`src/rtl/pipeline_hazard_ctrl.sv`:
```
// Pipeline sequencing controller: load-use stalls, MEM-stage branch
// redirect, data-memory wait/timeout and perf counters.
module pipeline_hazard_ctrl #(
  parameter int REG_W       = 6,
  parameter int MEM_TIMEOUT = 64,
  parameter int CNT_W       = 16
) (
  input  logic             CLK,
  input  logic             RESET,
  input  logic [REG_W-1:0] id_rs,
  input  logic [REG_W-1:0] id_rt,
  input  logic             id_uses_rs,
  input  logic             id_uses_rt,
  input  logic [REG_W-1:0] ex_rd,
  input  logic             ex_memread,
  input  logic [1:0]       mem_brlogic,
  input  logic             mem_z,
  input  logic             mem_n,
  input  logic             mem_memread,
  input  logic             mem_memwrite,
  input  logic             dmem_ready,
  output logic             pc_write,
  output logic             ifid_write,
  output logic             idex_write,
  output logic             ifid_flush,
  output logic             idex_flush,
  output logic             exmem_flush,
  output logic             exmem_hold,
  output logic             memwb_bubble,
  output logic             pc_src,
  output logic [1:0]       state,
  output logic             mem_err,
  output logic [CNT_W-1:0] stall_count,
  output logic [CNT_W-1:0] flush_count
);

  typedef enum logic [1:0] {
    RUN      = 2'b00,
    MEM_WAIT = 2'b01,
    ERR      = 2'b10
  } state_e;

  localparam int WC_W = $clog2(MEM_TIMEOUT + 1);
  localparam logic [WC_W-1:0] WC_TO  = WC_W'(MEM_TIMEOUT);
  localparam logic [WC_W-1:0] WC_ONE = WC_W'(1);
  localparam logic [CNT_W-1:0] CMAX  = '1;

  state_e           state_q, state_d;
  logic [WC_W-1:0]  wcnt_q, wcnt_d;
  logic [WC_W-1:0]  wcnt_inc;
  logic             mem_err_q, mem_err_d;
  logic [CNT_W-1:0] stall_q, stall_d;
  logic [CNT_W-1:0] flush_q, flush_d;

  logic taken;
  logic mem_stall;
  logic lu;
  logic rs_hit;
  logic rt_hit;
  logic ev_run;
  logic do_stall;
  logic do_flush;

  always_comb begin
    taken = ((mem_brlogic == 2'b01) & mem_z)
          | ((mem_brlogic == 2'b10) & mem_n)
          |  (mem_brlogic == 2'b11);
    mem_stall = (mem_memread | mem_memwrite) & ~dmem_ready;
    rs_hit = id_uses_rs & (id_rs == ex_rd);
    rt_hit = id_uses_rt & (id_rt == ex_rd);
    lu = ex_memread & (ex_rd != '0) & (rs_hit | rt_hit);
    wcnt_inc = wcnt_q + WC_ONE;
  end

  always_comb begin
    pc_write     = 1'b1;
    ifid_write   = 1'b1;
    idex_write   = 1'b1;
    ifid_flush   = 1'b0;
    idex_flush   = 1'b0;
    exmem_flush  = 1'b0;
    exmem_hold   = 1'b0;
    memwb_bubble = 1'b0;
    pc_src       = 1'b0;
    state_d      = state_q;
    wcnt_d       = wcnt_q;
    mem_err_d    = mem_err_q;
    ev_run       = 1'b0;
    do_stall     = 1'b0;
    do_flush     = 1'b0;

    unique case (state_q)
      RUN: begin
        if (mem_stall) begin
          state_d  = MEM_WAIT;
          wcnt_d   = WC_ONE;
          do_stall = 1'b1;
        end else begin
          ev_run = 1'b1;
        end
      end
      MEM_WAIT: begin
        if (!dmem_ready) begin
          wcnt_d   = wcnt_inc;
          do_stall = 1'b1;
          if (wcnt_inc >= WC_TO) begin
            state_d   = ERR;
            mem_err_d = 1'b1;
          end
        end else begin
          state_d = RUN;
          wcnt_d  = '0;
          ev_run  = 1'b1;
        end
      end
      ERR: begin
        mem_err_d = 1'b1;
      end
      default: begin
        state_d = RUN;
        wcnt_d  = '0;
      end
    endcase

    // A stalled access and ERR both freeze the back end the same way
    if (do_stall || state_q == ERR) begin
      pc_write     = 1'b0;
      ifid_write   = 1'b0;
      idex_write   = 1'b0;
      exmem_hold   = 1'b1;
      memwb_bubble = 1'b1;
    end

    if (ev_run) begin
      if (taken) begin
        pc_src      = 1'b1;
        ifid_flush  = 1'b1;
        idex_flush  = 1'b1;
        exmem_flush = 1'b1;
        do_flush    = 1'b1;
      end else if (lu) begin
        pc_write   = 1'b0;
        ifid_write = 1'b0;
        idex_flush = 1'b1;
        do_stall   = 1'b1;
      end
    end

    if (RESET) begin
      pc_write     = 1'b0;
      ifid_write   = 1'b0;
      idex_write   = 1'b0;
      ifid_flush   = 1'b1;
      idex_flush   = 1'b1;
      exmem_flush  = 1'b1;
      exmem_hold   = 1'b0;
      memwb_bubble = 1'b1;
      pc_src       = 1'b0;
    end

    stall_d = stall_q;
    if (do_stall && stall_q != CMAX) begin
      stall_d = stall_q + 1'b1;
    end
    flush_d = flush_q;
    if (do_flush && flush_q != CMAX) begin
      flush_d = flush_q + 1'b1;
    end
  end

  always_ff @(posedge CLK or posedge RESET) begin
    if (RESET) begin
      state_q   <= RUN;
      wcnt_q    <= '0;
      mem_err_q <= 1'b0;
      stall_q   <= '0;
      flush_q   <= '0;
    end else begin
      state_q   <= state_d;
      wcnt_q    <= wcnt_d;
      mem_err_q <= mem_err_d;
      stall_q   <= stall_d;
      flush_q   <= flush_d;
    end
  end

  assign state       = state_q;
  assign mem_err     = mem_err_q;
  assign stall_count = stall_q;
  assign flush_count = flush_q;

endmodule

```
`config.mk`:
```
export PLATFORM = sky130hd
export DESIGN_NAME = pipeline_hazard_ctrl
export DESIGN_NICKNAME = d
export VERILOG_FILES = /design/src/rtl/pipeline_hazard_ctrl.sv
export SDC_FILE = /design/constraint.sdc
export NUM_CORES = 1
export LEC_CHECK = 0
export CELL_PAD_IN_SITES_DETAIL_PLACEMENT = 1
export CELL_PAD_IN_SITES_GLOBAL_PLACEMENT = 1
export CORE_MARGIN = 3
export CORE_UTILIZATION = 25
export CTS_CLUSTER_DIAMETER = 200
export CTS_CLUSTER_SIZE = 20
export DETAILED_ROUTE_END_ITERATION = 7
export GPL_TIMING_DRIVEN = 1
export PLACE_DENSITY_LB_ADDON = 0.08
export SYNTH_ARGS = -nofsm -noshare
export SYNTH_HDL_FRONTEND = slang
export SYNTH_SLANG_ARGS = --single-unit
```
`constraint.sdc`:
```
create_clock -name CLK -period 6.1 [get_ports CLK]
set_clock_uncertainty 0.15 [all_clocks]
set_input_delay 1.22 -clock CLK [delete_from_list [all_inputs] [get_ports CLK]]
set_output_delay 1.22 -clock CLK [all_outputs]
set_load 0.1 [all_outputs]
```
==> results_tabular.tex, run 1 <==
\begin{tabular}{lr}
\hline
Metric & Value \\
\hline
\multicolumn{2}{l}{\textbf{Status}} \\
Outcome & completed \\
\multicolumn{2}{l}{\textbf{Timing}} \\
Unrepaired setup endpoints after global routing & false \\
Final Cycle Share & 73.90\% \\
Fmax & between 200 and 250 MHz \\
Worst slew margin & 33.21\% \\
TNS Setup & 0 ps \\
Post-layout min period & roughly 4500 ps \\
Endpoints failing setup & 0 \\
Worst Max-Slew Pin Slew & roughly 1000 ps \\
Number of endpoints with negative hold slack in the final report & 0 \\
Final slew viol count & 0 \\
\multicolumn{2}{l}{\textbf{Critical path}} \\
Critical Path Max Stage Delay & $\sim$580 ps \\
Total number of cells along the worst setup path & 5 \\
Path type of the worst setup path & in2out \\
Maximum fanout count along the critical path & 3 \\
Cell count of the worst reg-to-reg path & 7 \\
Kind of capture point of the worst setup path & output pin \\
CP Data Arrival Time & about 3100 ps \\
Buffers \& Inverters on Critical Path & 2 \\
Cell chain of the critical path & clkdlybuf4s50\_1 -> or4\_1 -> o311a\_4 -> a31oi\_4 -> buf\_4 \\
Largest delay contributor family on the critical path & buffers and inverters \\
Required time of the worst setup path & between 4000 and 5000 ps \\
Critical path launch point type & input pin \\
Critical Path Slowest Stage Cell & sky130\_fd\_sc\_hd\_\_or4\_1 \\
\multicolumn{2}{l}{\textbf{Synth}} \\
FF+latch count, synth & 42 \\
Most frequent cell after synthesis & sky130\_fd\_sc\_hd\_\_dfrtp\_1 \\
Post-Synthesis Mean Instance Area & 10.50 sq um \\
Sequential fraction of the synthesis area & between 40\% and 50\% \\
Top area cells in the synthesized netlist & sky130\_fd\_sc\_hd\_\_dfrtp\_1, sky130\_fd\_sc\_hd\_\_xor2\_1, sky130\_fd\_sc\_hd\_\_xnor2\_1 \\
Synthesized instance count & 224 \\
Library cell occupying the most area in the post-synthesis netlist & sky130\_fd\_sc\_hd\_\_dfrtp\_1 \\
Post-synth top cells & sky130\_fd\_sc\_hd\_\_dfrtp\_1, sky130\_fd\_sc\_hd\_\_xor2\_1, sky130\_fd\_sc\_hd\_\_nand3\_1, sky130\_fd\_sc\_hd\_\_xnor2\_1, sky130\_fd\_sc\_hd\_\_nand2\_1 \\
Count of cell types in the netlist & 42 \\
Asr flop ratio synth & between 90\% and 100\% \\
Synthesized cell area & $\sim$0.0024 sq mm \\
Number of synthesis warnings & 0 \\
Net count of the mapped netlist & roughly 260 \\
Fraction of synthesized cell area taken by the top area cell type & roughly 45\% \\
Leading register cell type out of synthesis & sky130\_fd\_sc\_hd\_\_dfrtp\_1 \\
Number of enable-type register cells in the synthesized netlist & 0 \\
\multicolumn{2}{l}{\textbf{CTS}} \\
Clock tree from TritonCTS & built \\
CTS max path bufs & 2 \\
Postcts setup bufs & 0 \\
Library cell used as clock root buffer & sky130\_fd\_sc\_hd\_\_clkbuf\_8 \\
H-Tree Level Count & 2 \\
Clock network latency to the later pin of the worst-skew pair & a little under 300 ps \\
Post-CTS resize count & 0 \\
Clock-pin slew reported for the worst setup and hold paths after clock tree synthesis & 70 ps \\
Num Clock Sinks & between 40 and 50 \\
TritonCTS Buffers & 5 \\
Post-CTS Hold Fix Bufs & 0 \\
\multicolumn{2}{l}{\textbf{Routing}} \\
Number of nets with antenna violations after routing & 0 \\
Number of design-rule violations left by the first detailed-router iteration & 23 \\
Final routed DRC violation total & 0 \\
Via count & $\sim$1900 \\
Via density per instance & approximately 4.7 \\
Length of the first detailed-routing pass in iterations & 4 \\
Final routed wire length divided by cell count & roughly 15 microns \\
Routed Wire Length & about 6.3 mm \\
\multicolumn{2}{l}{\textbf{Place}} \\
Placed inst area & 0.003172 sq mm \\
RD Place Congestion & between 0.7 and 0.8 \\
Number of buffers added on ports & 73 \\
HPWL after detailed placement & 4.747 mm \\
\multicolumn{2}{l}{\textbf{Cells and area}} \\
Finished Cell Area & between 0.003 and 0.004 sq mm \\
Number of nets in the final layout & roughly 330 \\
Number of inserted diodes & 0 \\
Synth-to-Final Area Change & 38.42\% \\
Fraction of final layout cells sized beyond drive strength 1 & 15.10\% \\
\multicolumn{2}{l}{\textbf{Floorplan}} \\
Floorplan Core Area & between 0.008 and 0.009 sq mm \\
Number of cell rows & 34 \\
\# IOs & 74 \\
Die ar. & 0.01060 sq mm \\
Die extent in x & $\sim$100 microns \\
Starting density of the core & a little over a quarter \\
Height of the die & between 100 and 150 microns \\
\multicolumn{2}{l}{\textbf{Min path}} \\
Hold Crit Class & reg2reg \\
Cell depth of the worst hold path & 1 \\
\multicolumn{2}{l}{\textbf{Global routing}} \\
Congestion Overflow GR & 0 \\
First-pass GRT wire length & between 10 and 15 mm \\
GRT Resource Usage Total & between 10\% and 20\% \\
Number of global-route vias before repair & 2042 \\
Largest net degree at the start of global routing & 32 \\
Number of antenna violations at the first check in global routing & 0 \\
\multicolumn{2}{l}{\textbf{Power and ir drop}} \\
Sw Pwr & between 700 and 800 uW \\
Proportion of total power due to net switching & around 54\% \\
Power share of the sequential group & 32.0\% \\
Combinational power share & between 50\% and 60\% \\
P per Cell Area & 405.6 mW/mm\^{}2 \\
Internal power & between 600 and 700 uW \\
Leakage & $\sim$1.3 nW \\
Worst IR Drop VDD & 0.0002821 V \\
Clock share of power & a little over an eighth \\
\multicolumn{2}{l}{\textbf{Run}} \\
Max Cap Violations & 0 \\
\hline
\end{tabular}
-- through the flow --
step,power [mW],hold WS [ps],utilization [%],worst slack (ps),std cells
after floorplan,0.9660,318.3,-,409.0,224
after global placement,1.150,316.4,35.50,1612,400
after detailed placement,1.152,314.6,35.50,1578,400
after CTS,1.342,331.6,36.43,1572,406
after global routing,1.394,344.7,36.43,1538,406
final,1.320,321.0,36.43,1592,406
-- sequential cells by signal (all words and copies together) (netlist names) --
name / cells
mem_err: 1
stall_count: 16
wcnt_q: 7
flush_count: 16
state: 2
-- power groups by stage --
| stage | clock (mW) | sequential [mW] | combinational, mW |
|---|---|---|---|
| final | 0.179 | 0.423 | 0.718 |
| after global routing | 0.204 | 0.439 | 0.752 |
| after CTS | 0.192 | 0.425 | 0.725 |
| after detailed placement | 0 | 0.428 | 0.724 |
| after global placement | 0 | 0.432 | 0.718 |
| after floorplan | 0 | 0.796 | 0.170 |
-- layer usage --
metal,GRT usage (%),vias up,wire length [microns]
li1,-,929,-
met1,17.35,938,3016
met2,19.39,57,2815
met3,3.045,4,376
met4,3.586,0,53
met5,0,-,0
-- cells by family after synthesis --
group           synth area share [%]
flops                          44.70
mux                            1.543
xor+xnor                       16.39
compound gates                 7.132
fa+ha+maj                      1.597
buf+inv                        3.086
simple gates                   25.55
-- final timing paths --
path                                 from              end  slack (ps)
max                              ex_rd[1]       ifid_write        1590
max reg2reg                stall_count[0]   stall_count[7]        3480
max in group asynchronous           RESET        wcnt_q[4]        3980
min reg2reg                       mem_err          mem_err         320
min                               mem_err          mem_err         320
min in group asynchronous           RESET  stall_count[10]        1100
-- cells in the final DEF (no fill, tap or decap), types with 2 or more instances in the layout --
| cell | Yosys | final |
|---|---|---|
| sky130_fd_sc_hd__xor2_1 | 24 | 24 |
| sky130_fd_sc_hd__a21oi_1 | 3 | 3 |
| sky130_fd_sc_hd__nor4_2 | 3 | 3 |
| sky130_fd_sc_hd__and3_1 | 5 | 5 |
| sky130_fd_sc_hd__inv_1 | 6 | 5 |
| sky130_fd_sc_hd__o21ai_0 | 7 | 7 |
| sky130_fd_sc_hd__nor3_1 | 7 | 7 |
| sky130_fd_sc_hd__xnor2_1 | 20 | 20 |
| sky130_fd_sc_hd__nor4b_2 | 2 | 2 |
| sky130_fd_sc_hd__o31ai_1 | 2 | 2 |
| sky130_fd_sc_hd__or2_2 | 2 | 2 |
| sky130_fd_sc_hd__and4_1 | 2 | 2 |
| sky130_fd_sc_hd__buf_4 | 3 | 10 |
| sky130_fd_sc_hd__nor3_2 | 8 | 8 |
| sky130_fd_sc_hd__nand4_1 | 7 | 7 |
| sky130_fd_sc_hd__dfrtp_1 | 42 | 42 |
| sky130_fd_sc_hd__clkdlybuf4s50_1 | 0 | 64 |
| sky130_fd_sc_hd__nor2_1 | 16 | 16 |
| sky130_fd_sc_hd__ha_1 | 3 | 3 |
| sky130_fd_sc_hd__nand3_1 | 21 | 20 |
| sky130_fd_sc_hd__clkbuf_8 | 0 | 6 |
| sky130_fd_sc_hd__nand2_1 | 18 | 18 |
-- cell type report --
cell class,instances,area (sq um)
clock buffer,6,82.58
fill,1027,5679
inverter,6,22.52
multi-input combinational,170,1247
sequential,42,1051
tap,108,135.1
timing repair buffer,74,715.7
Note: power is estimated with default switching activity, not from simulation.
==> inputs of run 2 (changes only) <==
- clock period: 6.1 -> 4.5 ns (I/O delays scaled with it)
==> results_tabular.tex, run 2 (same netlist as run 1, synthesis figures left out) <==
\begin{tabular}{lr}
\hline
Metric & Value \\
\hline
\multicolumn{2}{l}{\textbf{CTS}} \\
H-Tree Level Count & 2 (unchanged) \\
Post-CTS resize count & 0 (unchanged) \\
Clock tree from TritonCTS & built \\
CTS max path bufs & 2 (unchanged) \\
Clock-pin slew reported for the worst setup and hold paths after clock tree synthesis & 80 ps (about the same) \\
Clock network latency to the later pin of the worst-skew pair & 300 ps (about the same) \\
TritonCTS Buffers & 5 (unchanged) \\
Num Clock Sinks & 42 (unchanged) \\
Library cell used as clock root buffer & sky130\_fd\_sc\_hd\_\_clkbuf\_8 \\
Postcts setup bufs & 0 (unchanged) \\
Post-CTS Hold Fix Bufs & 0 (unchanged) \\
\multicolumn{2}{l}{\textbf{Cells and area}} \\
Number of inserted diodes & 0 (unchanged) \\
Fraction of final layout cells sized beyond drive strength 1 & 16.23\% (+1.1 points) \\
Finished Cell Area & 0.003421 sq mm (+5.1\%) \\
Number of nets in the final layout & 334 (+0.60\%) \\
Leading cell types in the layout, fill and taps excluded & sky130\_fd\_sc\_hd\_\_clkdlybuf4s50\_1, sky130\_fd\_sc\_hd\_\_dfrtp\_1, sky130\_fd\_sc\_hd\_\_xor2\_1 \\
Fraction of the core area covered by cells at the end of the flow & 38.29\% (+1.9 points) \\
Most common cell after layout, fill and taps aside & sky130\_fd\_sc\_hd\_\_clkdlybuf4s50\_1 \\
Final Instance Count excl. Fillers & 410 (+0.99\%) \\
Synth-to-Final Area Change & 45.50\% \\
\multicolumn{2}{l}{\textbf{Timing}} \\
Final hold slack & 333.2 ps (+12.21 ps) \\
Final Cycle Share & approximately 85\% \\
Number of endpoints with negative hold slack in the final report & 0 (unchanged) \\
Fmax & roughly 260 MHz \\
Post-layout min period & 3838 ps \\
Final slew viol count & 0 (unchanged) \\
Worst slew margin & 34.52\% (+1.3 points) \\
Worst Max-Slew Pin Slew & 979.2 ps (-19.55 ps) \\
TNS Setup & 0 ps (unchanged) \\
Endpoints failing setup & 0 (unchanged) \\
Unrepaired setup endpoints after global routing & false \\
Final Worst Setup Slack & 662.4 ps (-929.7 ps) \\
\multicolumn{2}{l}{\textbf{Power and ir drop}} \\
Total Power Consumption & 1.938 mW (+47\%) \\
P per Cell Area & 566.5 mW/mm\^{}2 (+40\%) \\
Leakage & 1.390 nW (+5.0\%) \\
Worst IR Drop VDD & 0.0004797 V (+70\%) \\
\multicolumn{2}{l}{\textbf{Routing}} \\
Highest Signal Layer & met4 \\
Via count & 1929 (+0.052\%) \\
DR WL met3 & 411 microns (+9.3\%) \\
Final routed DRC violation total & 0 (unchanged) \\
Number of design-rule violations left by the first detailed-router iteration & 43 (+87\%) \\
Via density per instance & 4.705 (-0.92\%) \\
Final routed wire length divided by cell count & 15.10 microns (-2.1\%) \\
Length of the first detailed-routing pass in iterations & 4 (unchanged) \\
Met2 WL & 2.637 mm (-6.3\%) \\
Routed length on met1 & 3.082 mm (+2.2\%) \\
Number of nets with antenna violations after routing & 0 (unchanged) \\
Routed Wire Length & 6.191 mm (-1.1\%) \\
\multicolumn{2}{l}{\textbf{Place}} \\
Cells after DPL & 402 (+0.50\%) \\
HPWL after detailed placement & 4.633 mm (-2.4\%) \\
Placed inst area & 0.003278 sq mm (+3.4\%) \\
Setup slack after placement & 652.9 ps (-924.8 ps) \\
RD Place Congestion & 0.7332 (+2.5\%) \\
Number of buffers added on ports & 73 (unchanged) \\
\multicolumn{2}{l}{\textbf{Floorplan}} \\
Die extent in x & 103.0 microns (unchanged) \\
\# IOs & 74 (unchanged) \\
Die ar. & 0.01060 sq mm (unchanged) \\
Starting density of the core & 26.32\% (unchanged) \\
Number of cell rows & 34 (unchanged) \\
Height of the die & 103.0 microns (unchanged) \\
Floorplan Core Area & 0.008934 sq mm (unchanged) \\
\multicolumn{2}{l}{\textbf{Min path}} \\
Hold Crit Class & reg2reg \\
\multicolumn{2}{l}{\textbf{Critical path}} \\
Critical Path Max Stage Delay & 580 ps (about the same) \\
Maximum fanout count along the critical path & 3 (unchanged) \\
Cell chain of the critical path & clkdlybuf4s50\_1 -> or4\_1 -> o311a\_4 -> a31oi\_4 -> buf\_12 \\
Critical path launch point type & input pin \\
Kind of capture point of the worst setup path & output pin \\
Required time of the worst setup path & 3450 ps (-1280 ps) \\
CP Data Arrival Time & 2790 ps (-350 ps) \\
Critical Path Slowest Stage Cell & sky130\_fd\_sc\_hd\_\_or4\_1 \\
Path type of the worst setup path & in2out \\
\multicolumn{2}{l}{\textbf{Global routing}} \\
Congestion Overflow GR & 0 (unchanged) \\
Largest net degree at the start of global routing & 31 (-3.1\%) \\
GRT Resource Usage Total & 12.10\% (-0.41 points) \\
Number of antenna violations at the first check in global routing & 0 (unchanged) \\
First-pass GRT wire length & 10.19 mm (-1.5\%) \\
Number of global-route vias before repair & 1991 (-2.5\%) \\
\multicolumn{2}{l}{\textbf{Run}} \\
Max Cap Violations & 0 (unchanged) \\
\multicolumn{2}{l}{\textbf{Status}} \\
Outcome & completed \\
\hline
\end{tabular}
## run 2: worst paths after layout
path / startpoint / end / slack (ps) / depth (start not counted)
hold reg to reg: mem_err / mem_err / 330 / 1
max in group asynchronous: RESET / flush_count[13] / 2660 / 3
setup reg to reg: stall_count[0] / stall_count[7] / 1890 / 7
min in group asynchronous: RESET / state[0] / 840 / 2
setup / recovery: ex_rd[1] / pc_write / 660 / 5
hold / removal: mem_err / mem_err / 330 / 1
## run 2: area by class of cell
type | instances | area [sq um]
multi-input cells | 170 | 1247
clock buffers | 6 | 82.58
fillers | 1001 | 5513
flip-flops and latches | 42 | 1051
inverters | 6 | 26.28
repair buffers | 76 | 818.3
clock inverters | 2 | 60.06
well taps | 108 | 135.1
## run 2: where the power goes
part | switching (mW) | leakage, nW | internal (mW) | total, mW
clock network | 0.137 | 0.0714 | 0.237 | 0.374
registers | 0.119 | 0.530 | 0.457 | 0.576
logic | 0.730 | 0.789 | 0.258 | 0.988
## run 2: metal layers
layer | up-vias | global-route usage [%]
li1 | 929 | -
met1 | 933 | 16.98
met2 | 63 | 18.30
met3 | 4 | 2.977
met4 | 0 | 3.884
met5 | - | 0
## run 2: worst max-delay path: cells and delay by family
family                 cells  cell delay (ps)
AOI/OAI and AO/OA          2              620
buffers and inverters      2              680
and+or+nand+nor            1              580
